$ cat src/rtl/fpga_mem_pkg.sv
// Shared definitions for the RAM-port initiators: the address-width helper,
// the DMA engine state encoding and the transfer mode constants.
package fpga_mem_pkg;

    function automatic int CLOG2(input int value);
        int r;
        r = 0;
        while ((1 << r) < value) begin
            r = r + 1;
        end
        // A one-byte RAM still needs a 1-bit address bus.
        if (r < 1) begin
            r = 1;
        end
        return r;
    endfunction

    typedef enum logic [2:0] {
        IDLE  = 3'd0,
        RD    = 3'd1,
        LATCH = 3'd2,
        WR    = 3'd3,
        DONE  = 3'd4
    } dma_state_t;

    localparam logic MODE_COPY = 1'b0;
    localparam logic MODE_FILL = 1'b1;

endpackage

$ cat src/rtl/ram_dma_engine.sv
// Copy/fill DMA initiator for a single synchronous RAM port. Copy takes three
// cycles per byte (read, latch, write); fill writes one byte per cycle.
module ram_dma_engine
    import fpga_mem_pkg::*;
#(
    parameter  int P_size = 1024,
    localparam int AW     = CLOG2(P_size)
) (
    input  logic          G_clock,
    input  logic          G_reset,
    input  logic          G_start,
    input  logic          G_mode,
    input  logic [AW-1:0] G_src,
    input  logic [AW-1:0] G_dst,
    input  logic [AW-1:0] G_len,
    input  logic [7:0]    G_fill,
    output logic          G_busy,
    output logic          G_done,
    output logic          G_mem_cs,
    output logic          G_mem_rdwr,
    output logic [AW-1:0] G_mem_addr,
    output logic [7:0]    G_mem_wr_data,
    input  logic [7:0]    G_mem_rd_data
);

    dma_state_t    state_reg, state_next;
    logic [AW-1:0] src_ptr_reg, src_ptr_next;
    logic [AW-1:0] dst_ptr_reg, dst_ptr_next;
    logic [AW-1:0] cnt_reg, cnt_next;
    logic          mode_reg, mode_next;
    logic [7:0]    fill_reg, fill_next;
    logic [7:0]    data_reg, data_next;

    logic          busy_reg, busy_next;
    logic          done_reg, done_next;
    logic          cs_reg, cs_next;
    logic          rdwr_reg, rdwr_next;
    logic [AW-1:0] addr_reg, addr_next;
    logic [7:0]    wr_data_reg, wr_data_next;

    // Pointers wrap explicitly so non-power-of-two RAM sizes work too.
    function automatic logic [AW-1:0] ptr_inc(input logic [AW-1:0] p);
        return (p == AW'(P_size - 1)) ? '0 : p + 1'b1;
    endfunction

    always_ff @(posedge G_clock or posedge G_reset) begin
        if (G_reset) begin
            state_reg   <= IDLE;
            src_ptr_reg <= '0;
            dst_ptr_reg <= '0;
            cnt_reg     <= '0;
            mode_reg    <= MODE_COPY;
            fill_reg    <= '0;
            data_reg    <= '0;
            busy_reg    <= 1'b0;
            done_reg    <= 1'b0;
            cs_reg      <= 1'b0;
            rdwr_reg    <= 1'b1;
            addr_reg    <= '0;
            wr_data_reg <= '0;
        end else begin
            state_reg   <= state_next;
            src_ptr_reg <= src_ptr_next;
            dst_ptr_reg <= dst_ptr_next;
            cnt_reg     <= cnt_next;
            mode_reg    <= mode_next;
            fill_reg    <= fill_next;
            data_reg    <= data_next;
            busy_reg    <= busy_next;
            done_reg    <= done_next;
            cs_reg      <= cs_next;
            rdwr_reg    <= rdwr_next;
            addr_reg    <= addr_next;
            wr_data_reg <= wr_data_next;
        end
    end

    always_comb begin
        state_next   = state_reg;
        src_ptr_next = src_ptr_reg;
        dst_ptr_next = dst_ptr_reg;
        cnt_next     = cnt_reg;
        mode_next    = mode_reg;
        fill_next    = fill_reg;
        data_next    = data_reg;

        case (state_reg)
            IDLE: begin
                if (G_start) begin
                    src_ptr_next = G_src;
                    dst_ptr_next = G_dst;
                    cnt_next     = G_len;
                    mode_next    = G_mode;
                    fill_next    = G_fill;
                    if (G_len == '0) begin
                        state_next = DONE;
                    end else if (G_mode == MODE_FILL) begin
                        state_next = WR;
                    end else begin
                        state_next = RD;
                    end
                end
            end
            RD: begin
                state_next = LATCH;
            end
            LATCH: begin
                data_next  = G_mem_rd_data;
                state_next = WR;
            end
            WR: begin
                src_ptr_next = ptr_inc(src_ptr_reg);
                dst_ptr_next = ptr_inc(dst_ptr_reg);
                cnt_next     = cnt_reg - 1'b1;
                if (cnt_reg == AW'(1)) begin
                    state_next = DONE;
                end else if (mode_reg == MODE_FILL) begin
                    state_next = WR;
                end else begin
                    state_next = RD;
                end
            end
            DONE: begin
                state_next = IDLE;
            end
            default: begin
                state_next = IDLE;
            end
        endcase
    end

    // Outputs are decoded from the upcoming state so the registered port
    // values line up with the state they belong to.
    always_comb begin
        busy_next    = 1'b0;
        done_next    = 1'b0;
        cs_next      = 1'b0;
        rdwr_next    = 1'b1;
        addr_next    = '0;
        wr_data_next = '0;

        case (state_next)
            RD, LATCH: begin
                busy_next = 1'b1;
                cs_next   = 1'b1;
                addr_next = src_ptr_next;
            end
            WR: begin
                busy_next    = 1'b1;
                cs_next      = 1'b1;
                rdwr_next    = 1'b0;
                addr_next    = dst_ptr_next;
                wr_data_next = (mode_next == MODE_FILL) ? fill_next : data_next;
            end
            DONE: begin
                done_next = 1'b1;
            end
            default: begin
            end
        endcase
    end

    assign G_busy        = busy_reg;
    assign G_done        = done_reg;
    assign G_mem_cs      = cs_reg;
    assign G_mem_rdwr    = rdwr_reg;
    assign G_mem_addr    = addr_reg;
    assign G_mem_wr_data = wr_data_reg;

endmodule

$ cat config.mk
export PLATFORM = sky130hd
export DESIGN_NAME = ram_dma_engine
export DESIGN_NICKNAME = d
export VERILOG_FILES = /design/src/rtl/fpga_mem_pkg.sv /design/src/rtl/ram_dma_engine.sv
export SDC_FILE = /design/constraint.sdc
export NUM_CORES = 1
export LEC_CHECK = 0
export ABC_CLOCK_PERIOD_IN_PS = 1850
export CORE_MARGIN = 2
export CORE_UTILIZATION = 47
export CTS_CLUSTER_DIAMETER = 60
export CTS_CLUSTER_SIZE = 40
export DETAILED_ROUTE_END_ITERATION = 12
export HOLD_SLACK_MARGIN = 0.02
export PLACE_DENSITY_LB_ADDON = 0.15
export SLEW_MARGIN = 25
export SYNTH_ARGS = -nofsm -noshare
export SYNTH_HDL_FRONTEND = slang
export SYNTH_SLANG_ARGS = --single-unit
$ cat constraint.sdc
create_clock -name G_clock -period 1.85 [get_ports G_clock]
set_clock_uncertainty 0.05 [all_clocks]
set_input_delay 0.185 -clock G_clock [delete_from_list [all_inputs] [get_ports G_clock]]
set_output_delay 0.185 -clock G_clock [all_outputs]
set_load 0.01 [all_outputs]
# Word-level counts from Yosys, hierarchy flattened
# Index checks and enable logic that the tools add are counted.
[totals] regBits=71 in_bits=50 output_inout_bits=22 wordCells=57
[classes] add_sub_neg=3 eq_ne=11 muxes=25 n_reduce_logical=6
[op_table] cell="$pmux W10 S2" n=4
[op_table] cell="$mux W10" n=5
[op_table] cell="$mux W8" n=5
[op_table] cell="$add A10 B1 Y10 const B" n=2
[op_table] cell="$eq A10 B10 Y1 const B" n=2
[op_table] cell="$eq A3 B2 Y1 const B" n=4
[op_table] cell="$pmux W3 S4" n=1
[op_table] cell="$eq A10 B1 Y1 const B" n=1
[op_table] cell="$logic_not A10 Y1" n=1
[op_table] cell="$sub A10 B1 Y10 const B" n=1
[op_table] cell="$mux W3" n=3
[op_table] cell="$eq A3 B1 Y1 const B" n=2
[op_table] cell="$mux W1" n=5
[op_table] cell="$mux W2" n=2
[op_table] cell="$eq A3 B3 Y1 const B" n=1
[op_table] cell="$logic_not A3 Y1" n=1
[op_table] cell="$reduce_or A3 Y1" n=1
[op_table] cell="$ne A2 B2 Y1 const B" n=1
[op_table] cell="$reduce_and A2 Y1" n=1
[op_table] cell="$reduce_bool A2 Y1" n=1
[op_table] cell="$reduce_or A2 Y1" n=1

# Logic depth before layout (Yosys ltp)
[depth] depth_word=7 mapped_depth=8 mapped_depth_nobuf=7

# Least setup slack after synthesis
# Ideal clock, no wire load.
[synth_path] path_kind="register to register" start="register cnt_reg[6]" end="register addr_reg[9] (netlist: G_mem_addr[9])" setup_time_ns=0.122 t_arrival_ns=1.876 required_ns=1.678 path_slack_ns=-0.198 stages_incl_launch_ff=6 path_buffers=1 period_less_slack_ns=2.048 cell_sequence="dfrtp_1 or4_4 nand3b_4 a221o_1 buf_6 a32o_1"
[synth_via] elab_chain_cells=6 word_cells_on_any_way=8 classes_between="eq/ne (4); mux (3); reduce/logical (1)"
[synth_rtl] element="start, declared" line_no="ram_dma_engine.sv:29" source="logic [AW-1:0] cnt_reg, cnt_next;"
[synth_rtl] element="start signal, assigned" line_no="ram_dma_engine.sv:65" source="cnt_reg <= cnt_next;"
[synth_rtl] element="$eq A10 B1 Y1 *" line_no="ram_dma_engine.sv:115" source="if (cnt_reg == AW'(1)) begin"
[synth_rtl] element="$mux W3 *" line_no="ram_dma_engine.sv:115"
[synth_rtl] element="$pmux W3 S4 *" line_no="ram_dma_engine.sv:87" source="case (state_reg)"
[synth_rtl] element="via state_next[0]" line_no="ram_dma_engine.sv:26" source="dma_state_t state_reg, state_next;"
[synth_rtl] element="$eq A3 B1 Y1 / $eq A3 B2 Y1 (equally long branches)" line_no="ram_dma_engine.sv:142" source="case (state_next)"
[synth_rtl] element="$reduce_or A2 Y1" line_no="ram_dma_engine.sv:142"
[synth_rtl] element="$pmux W10 S2 *" line_no="ram_dma_engine.sv:142"
[synth_rtl] element="via addr_next[9]" line_no="ram_dma_engine.sv:38" source="logic [AW-1:0] addr_reg, addr_next;"
[synth_rtl] element="end signal, assigned" line_no="ram_dma_engine.sv:73" source="addr_reg <= addr_next;"
[synth_rtl] element="end, declared" line_no="ram_dma_engine.sv:38"
# The timed path passes the listed nets; every way through them passes the cells marked *.
# A chain may end at the register's enable or synchronous reset.

# Final worst setup path
[layout_path] start="register cnt_reg[8]" end="register addr_reg[4] (netlist: G_mem_addr[4])"
[layout_via] elab_chain_cells=6 word_cells_on_any_way=8 classes_between="eq/ne (4); mux (3); reduce/logical (1)"
[layout_rtl] element="$eq A10 B1 Y1 *" line_no="ram_dma_engine.sv:115"
[layout_rtl] element="$mux W3 *" line_no="ram_dma_engine.sv:115"
[layout_rtl] element="$pmux W3 S4 *" line_no="ram_dma_engine.sv:87"
[layout_rtl] element="$eq A3 B1 Y1 / $eq A3 B2 Y1 (equally long branches)" line_no="ram_dma_engine.sv:142"
[layout_rtl] element="$reduce_or A2 Y1" line_no="ram_dma_engine.sv:142"
[layout_rtl] element="$pmux W10 S2 *" line_no="ram_dma_engine.sv:142"
[layout_rtl] element="via addr_next[4]" line_no="ram_dma_engine.sv:38"
# Marks and branches as above.

==> run metrics <==
IO Pins 72; Setup-failing EPs final 21; mapped cell area 3580 um2; Num CTS Buffers 9; total gr overflow 0; CTS max path bufs 2; post-synthesis xor/xnor area fraction 0.00245; Placed Area 4890 um2; Synth Area per Inst 11.1 um2; EDFF count, synth 0; failing checks setup timing; Clock Sink Count 71; Initial Util 0.490; synth warn 0; most common flop cell mapped by yosys dfrtp_1; first drt pass iteration count 4; DRC 0; Crit path required time 2040 ps; Core Rows 31; core area 7290 um2; DRT antenna net count 0; worst-path maximum fanout 5; H-Tree Depth 3; fillers 589; CTS root buf clkbuf_8; fin area 5190 um2; drt first-iter violations 196; non-filler cells, final 569; die width 91.2 um; post-placement cell count 548; Synth Area in Compound Gates 0.212; area share of fa/ha/maj cells after synthesis 0.0140; Slew @ Worst Pin 528 ps; initial antenna violation count 0; Die ar. 8320 um2; largest net degree at the start of global routing 28; fin crit share 1.15; most frequent cells in the layout clkdlybuf4s50_1, buf_4, dfrtp_1; final hold slack 109 ps; Max-slew headroom 0.648; sequential element share of the synthesized area 0.497; ant diodes 0; pre-CTS WS -493 ps; P&R area growth vs syn 45.2%; Clock transition at path regs 70 ps; Vias 3213; routed len/inst 17.3 um; Final Hold Fails 0; GRT Util Overall 0.253; worst min-delay path class input port to asynchronous set/reset pin; post-synth net total 377; Synth Register Bits 71; RSZ-0062 raised after global routing yes; Max-cap violations 0; Leak 2.29 nW; CP endpoint kind flip-flop; PnR worst setup slack -276 ps; GPL Wtd Cong 0.907; vias in the first global route 3339; CTS tree done; largest family of logic cells by synthesized area compound AO/OA/AOI/OAI gates; PortBufs 71; status finished with violations; mux share of post-synthesis cell area 0.0756; layout cells sized above 1 0.298; Peak VDD IR 884 uV; Final nets 519; Final Slew Violations 0; CP startpoint kind flip-flop; Max Fclk 0.470 GHz; async set-reset flop share out of synthesis 1.00; first-pass GRT wire length 16.3 mm; Die Y 91.2 um; Power Dens Cells 1700 nW/um2; Setup TNS -4770 ps; Post-Synth Simple-Gate Area 0.143; kind of critical path flip-flop to flip-flop; post-layout util 0.712; final WL 9.87 mm; Power Total 8.82 mW; count of cell types in the netlist 71; Clk Latency, worst-skew pair 350 ps; post-DP HPWL 7.31 mm; via-per-instance ratio 5.65; Period minus WS final 2130 ps; CP arrival 2320 ps; Cells after Synth 323
[where the power goes]
part           switching, mW  total, mW  internal [mW]
combinational           2.42       4.97           2.55
clock                  0.598       1.22          0.620
sequential             0.389       2.63           2.24
total                   3.41       8.82           5.42
[logic make-up (layout without fill, tap and decap cells)]
kind of cell | count (synthesis) | after routing
AOI/OAI and AO/OA | 102 | 102
adders and majority gates | 4 | 4
xor gates and xnor gates | 1 | 1
and+or+nand+nor | 91 | 92
muxes | 25 | 25
buffers and inverters | 29 | 175
DFF | 71 | 71
[final cells by class]
type	count	area [um2]	area share
Tap cell	99	124	0.0239
Timing Repair Buffer	150	1390	0.267
Sequential cell	71	1780	0.342
Multi-Input combinational cell	224	1680	0.323
Clock inverter	6	62.6	0.0121
Clock buffer	10	128	0.0246
Inverter	9	37.5	0.00723
[cell usage after synthesis (3+ instances only)]
cell type,count,area [um2]
o22ai_1,3,18.8
nor2_1,18,67.6
nand2_1,24,90.1
nand3_1,12,60.1
nor4_1,4,25.0
a22oi_1,11,82.6
o311ai_0,3,26.3
inv_1,9,33.8
a32o_1,9,90.1
dfrtp_1,70,1750
nor3_1,3,15.0
and3_1,5,31.3
a21oi_1,13,65.1
mux2i_1,9,90.1
o211ai_1,8,60.1
clkbuf_1,5,18.8
o21ai_0,24,120
buf_2,3,15.0
nand4_1,3,18.8
mux2_2,16,180
clkbuf_8,6,82.6
buf_6,3,33.8
ha_1,4,50.1
[final timing paths]
path,startpoint,to,slack [ps],cells past startpoint
max,cnt_reg[8],G_mem_addr[4],-280,5
min,G_reset,G_mem_wr_data[1],110,2
max reg2reg,cnt_reg[8],G_mem_addr[4],-280,5
min reg2reg,data_reg[4],data_reg[4],450,1
max in group asynchronous,G_reset,G_mem_wr_data[6],1170,3
min in group G_clock,G_src[7],src_ptr_reg[7],370,3
[metal layers]
metal,GRT usage,vias to the layer above,share of wire
li1,-,1513,-
met1,0.322,1574,0.42
met2,0.415,115,0.50
met3,0.0598,11,0.069
met4,0.105,0,0.013
met5,0,-,0
[repair_timing]
item | 4_1_cts | 5_1_grt
resized for setup | 6 | 19
endpoints found under the setup margin | 24 | 35
hold buffers | 0 | 0
setup buffers | 3 | 1
gates cloned | 1 | 0
pin swaps | 0 | 3
[critical path: stages (launching register included)]
cell and delay, ps:
dfrtp_1 380, or4_4 540, nand3b_4 200, a221o_2 450, buf_4 170, a32o_1 210
Note: power is estimated with default switching activity, not from simulation.
